File: config.mk
export PLATFORM = sky130hd
export DESIGN_NAME = drm_metering_event_gen
export DESIGN_NICKNAME = d
export VERILOG_FILES = /design/src/rtl/drm_metering_event_gen.sv
export SDC_FILE = /design/constraint.sdc
export NUM_CORES = 1
export LEC_CHECK = 0
export ABC_AREA = 1
export CORE_ASPECT_RATIO = 1.5
export CORE_MARGIN = 2
export CORE_UTILIZATION = 37
export CTS_BUF_LIST = sky130_fd_sc_hd__clkbuf_16
export DETAILED_ROUTE_END_ITERATION = 10
export HOLD_SLACK_MARGIN = 0.06
export PLACE_DENSITY_LB_ADDON = 0.15
export SYNTH_ARGS = -nofsm -noshare
export SYNTH_HDL_FRONTEND = slang
export SYNTH_SLANG_ARGS = --single-unit
File: constraint.sdc
create_clock -name drm_aclk -period 3.7 [get_ports drm_aclk]
set_clock_uncertainty 0.1 [all_clocks]
set_input_delay 0.925 -clock drm_aclk [delete_from_list [all_inputs] [get_ports drm_aclk]]
set_output_delay 0.925 -clock drm_aclk [all_outputs]
set_load 0.02 [all_outputs]
File: src/rtl/drm_metering_event_gen.sv
// Accumulates usage increments into a saturating pending counter and drains it as spaced metering pulses.
// Optional sticky saturation flag output usage_overflow under `METERING_OVERFLOW_FLAG_EN.
module drm_metering_event_gen #(
    parameter int AMT_W     = 8,
    parameter int CNT_W     = 16,
    parameter int EVENT_GAP = 4
) (
    input  logic             drm_aclk,
    input  logic             drm_arstn,
    input  logic             usage_valid,
    output logic             usage_ready,
    input  logic [AMT_W-1:0] usage_amount,
    input  logic [127:0]     activation_code,
    output logic             ip_enable,
    output logic             metering_event,
    output logic [CNT_W-1:0] pending_count
`ifdef METERING_OVERFLOW_FLAG_EN
    ,
    output logic             usage_overflow
`endif
);

    // Sum is wide enough that neither operand can wrap before the clamp.
    localparam int SUM_W = ((CNT_W > AMT_W) ? CNT_W : AMT_W) + 1;
    localparam logic [SUM_W-1:0] CNT_MAX  = (SUM_W'(1) << CNT_W) - SUM_W'(1);
    localparam logic [7:0]       GAP_LOAD = (EVENT_GAP > 0) ? 8'(EVENT_GAP - 1) : 8'd0;

    typedef enum logic [1:0] {
        IDLE  = 2'd0,
        PULSE = 2'd1,
        GAP   = 2'd2
    } state_t;

    state_t           state_q, state_d;
    logic [7:0]       gap_q, gap_d;
    logic [CNT_W-1:0] pending_q, pending_d;
    logic             ip_enable_q, ip_enable_d;
    logic             event_q, event_d;
    logic             accept;
    logic             dec;
    logic             can_issue;
    logic [SUM_W-1:0] amt_ext;
    logic [SUM_W-1:0] sum;
    logic             code_unused;

    assign code_unused = ^activation_code[127:1];

    always_comb begin
        state_d     = state_q;
        gap_d       = gap_q;
        dec         = 1'b0;
        ip_enable_d = activation_code[0];
        accept      = usage_valid && ip_enable_q;
        amt_ext     = accept ? SUM_W'(usage_amount) : '0;
        can_issue   = (pending_q != '0) && ip_enable_q;

        case (state_q)
            IDLE: begin
                if (can_issue) begin
                    state_d = PULSE;
                    dec     = 1'b1;
                end
            end
            PULSE: begin
                if (EVENT_GAP > 0) begin
                    state_d = GAP;
                    gap_d   = GAP_LOAD;
                end else begin
                    state_d = IDLE;
                end
            end
            GAP: begin
                if (gap_q == 8'd0) begin
                    if (can_issue) begin
                        state_d = PULSE;
                        dec     = 1'b1;
                    end else begin
                        state_d = IDLE;
                    end
                end else begin
                    gap_d = gap_q - 8'd1;
                end
            end
            default: state_d = IDLE;
        endcase

        // dec only fires with pending_q > 0, so the subtraction cannot underflow.
        sum       = SUM_W'(pending_q) + amt_ext - SUM_W'(dec);
        pending_d = (sum > CNT_MAX) ? CNT_MAX[CNT_W-1:0] : sum[CNT_W-1:0];
        event_d   = (state_d == PULSE);
    end

    always_ff @(posedge drm_aclk or negedge drm_arstn) begin
        if (!drm_arstn) begin
            state_q     <= IDLE;
            gap_q       <= 8'd0;
            pending_q   <= '0;
            ip_enable_q <= 1'b0;
            event_q     <= 1'b0;
        end else begin
            state_q     <= state_d;
            gap_q       <= gap_d;
            pending_q   <= pending_d;
            ip_enable_q <= ip_enable_d;
            event_q     <= event_d;
        end
    end

`ifdef METERING_OVERFLOW_FLAG_EN
    logic overflow_q, overflow_d;

    always_comb begin
        overflow_d = overflow_q | (accept && (sum > CNT_MAX));
    end

    always_ff @(posedge drm_aclk or negedge drm_arstn) begin
        if (!drm_arstn) begin
            overflow_q <= 1'b0;
        end else begin
            overflow_q <= overflow_d;
        end
    end

    assign usage_overflow = overflow_q;
`endif

    assign ip_enable      = ip_enable_q;
    assign usage_ready    = ip_enable_q;
    assign metering_event = event_q;
    assign pending_count  = pending_q;

endmodule
==> run summary <==
outcome: finished clean
Critical Path RT: 3.75 ns
Setup Crit Path Kind: input pin to flip-flop
GRT Resource Usage Total: 17.7%
die area: 7150 um^2
crit path launch type: input pin
Hold WS: 0.436 ns
initial antenna violation count: 0
port bufs: 30
Die H: 103 um
post_cts resized: 0
First DRT Iteration DRCs: 66
hold buffer count at CTS: 0
ratio of cells with drive above 1 in the final layout: 7.12%
fmax: 292 MHz
clk_lat worst skew: 0.27 ns
dpl hpwl: 4.70 mm
final worst path period need: 3.42 ns
Final TNS setup: 0 ns
Synth Register Bits: 28
RePlAce Congestion: 0.935
Leak: 1.69 nW
Area Overhead vs Synth: 23.3%
Post CTS Setup Buffer Count: 0
max-slew violations: 0
Setup WS post-layout: 0.278 ns
clk buf depth: 2
synthesized area: 2400 um^2
Crit. End Element: flip-flop
row cnt: 35
Seq/Total Area, Yosys: 29.2%
drt first pass iters: 4
Arrival @ worst endpoint: 3.47 ns
RSZ-0062 raised after global routing: no
Rel. slew slack: 65.3%
remaining routing DRC violations: 0
largest net degree at the start of global routing: 29
Reg clk slew, reported paths: 0.07 ns
flop-to-flop setup slack: 0.56 ns
DRT Wirelength: 5.71 mm
hold path startpoint: gap_q[1]$_DFFE_PN0P_
Starting Density: 38.6%
root buf cell: clkbuf_16
# Max-Cap Violations: 0
pwr dens: 1060 nW/um^2
Slew @ Worst Pin: 0.516 ns
final hold violations: 0
Crit Reg-Reg Endpoint: pending_count[11]$_DFF_PN0_
Hold Path End: gap_q[1]$_DFFE_PN0P_
Diodes inserted: 0
global-route wire length before repair: 10.1 mm
Ys Warns: 0
final instance area: 2960 um^2
pre-CTS WS: -0.0330 ns
Mapped Nets: 520
H-tree depth: 1
post-layout util: 47.5%
Mean Syn Cell Area: 6.85 um^2
maximum vdd drop: 0.383 mV
min-delay worst type: flip-flop to flip-flop
WL/cell: 12.2 um
Mapped Cells: 350
vias: 2165
Nets: 564
placed instance area: 2850 um^2
I/O pin cnt: 158
GRT overflow: 0
crit-path max FO: 16
clock sinks: 28
vias in the first global route: 2218
CTS buffer count: 3
CTS tree: done
Vias per Instance: 4.64
Yosys cell types: 27
Detail Route Antenna Nets: 0
Fill cells: 661
Chip Width: 69.7 um
Core Region: 6220 um^2
Worst Reg-to-Reg Cells: 17
Finish-stage setup viols: 0
final worst path period share: 92.5%
RR Startpoint: pending_count[15]$_DFF_PN0_
WHS Path Cells: 2
==> sequential cells by signal, indices dropped and copies added (netlist names) <==
name	count
metering_event	1
state_q	2
gap_q	8
ip_enable	1
pending_count	16
==> worst max-delay path by stage <==
stage                      startpoint                          end  slack (ns)  depth (start not counted)
after detailed placement  usage_valid   pending_count[8]$_DFF_PN0_       -0.03                         16
final                     usage_valid  pending_count[11]$_DFF_PN0_        0.28                         16
after CTS                 usage_valid  pending_count[11]$_DFF_PN0_        0.24                         16
after floorplan           usage_valid   pending_count[6]$_DFF_PN0_        0.60                         16
after global routing      usage_valid  pending_count[11]$_DFF_PN0_        0.03                         16
after global placement    usage_valid  pending_count[11]$_DFF_PN0_       -0.02                         16
==> metrics by stage <==
| stage | cells | power [mW] |
|---|---|---|
| CTS | 467 | 3.17 |
| floorplan | 350 | 2.20 |
| global placement | 463 | 2.79 |
| detailed placement | 463 | 2.82 |
| finish | 467 | 3.13 |
| global route | 467 | 3.52 |
==> final cells by class <==
type                       count  area [um^2]  area share, %
clock buffer                   3         75.1           2.54
clock inverter                 1         30.0           1.02
inverter                      85          319           10.8
multi-input combinational    235         1360           45.9
sequential                    28          701           23.7
tap                           74         92.6           3.13
timing repair buffer          41          383           13.0
==> critical path, stage by stage <==
cell             delay [ns]
clkdlybuf4s50_1        0.45
nand2_1                0.05
inv_1                  0.19
nand2_1                0.09
ha_1                   0.28
inv_1                  0.04
ha_1                   0.21
fa_1                   0.42
nand3_1                0.11
nand3_2                0.08
nand2_1                0.07
nand2_2                0.05
nand2_1                0.09
nand3_1                0.12
nand2_4                0.21
nand2_1                0.09
==> layer usage <==
metal  up-vias  GRT usage (%)  routed length (um)
li1       1156              -                   -
met1       963           20.7                2530
met2        37           33.1                2850
met3         9           2.44                 206
met4         0           6.51                 119
met5         -              0                   0
==> power by group <==
| part | switching (mW) | total [mW] | internal [mW] |
|---|---|---|---|
| Sequential | 0.0760 | 0.518 | 0.442 |
| Clock | 0.112 | 0.328 | 0.216 |
| Combinational | 1.39 | 2.28 | 0.887 |
==> cells in the mapped netlist <==
cell / n / area, um^2
a21oi_1: 13 / 65.1
a21oi_2: 1 / 8.76
and2_1: 1 / 6.26
and3_1: 1 / 6.26
buf_4: 1 / 7.51
buf_8: 1 / 15.0
dfrtp_1: 28 / 701
fa_1: 1 / 20.0
ha_1: 30 / 375
inv_1: 82 / 308
inv_2: 3 / 11.3
nand2_1: 112 / 420
nand2_2: 5 / 31.3
nand2_4: 1 / 11.3
nand3_1: 18 / 90.1
nand3_2: 1 / 10.0
nand3b_1: 2 / 15.0
nand4_1: 6 / 37.5
nor2_1: 16 / 60.1
nor2_2: 1 / 6.26
nor3_1: 2 / 10.0
nor3_2: 1 / 10.0
nor4_1: 1 / 6.26
o21ai_0: 4 / 20.0
o22ai_1: 5 / 31.3
xnor2_1: 8 / 70.1
xor2_1: 5 / 43.8
==> layout by cell type (no fill, tap or decap), types with 2 or more instances in the layout <==
cell and instances:
a21oi_1 13, xnor2_1 8, nand3_1 18, ha_1 30, nand2_1 112, nor3_1 2
o22ai_1 5, xor2_1 5, o21ai_0 4, nand3b_1 2, nand2_2 5, clkbuf_16 3
nand4_1 6, buf_4 11, inv_1 82, clkdlybuf4s50_1 30, inv_2 3, dfrtp_1 28
nor2_1 16
==> kinds of logic after synthesis <==
kind of cell | share of synthesized area, %
AO/OA/AOI/OAI | 5.22
AND/OR/NAND/NOR | 30.1
XOR/XNOR | 4.75
adder cells (fa/ha/maj) | 16.5
flip-flops | 29.2
buffers and inverters | 14.2
Note: power is estimated with default switching activity, not from simulation.
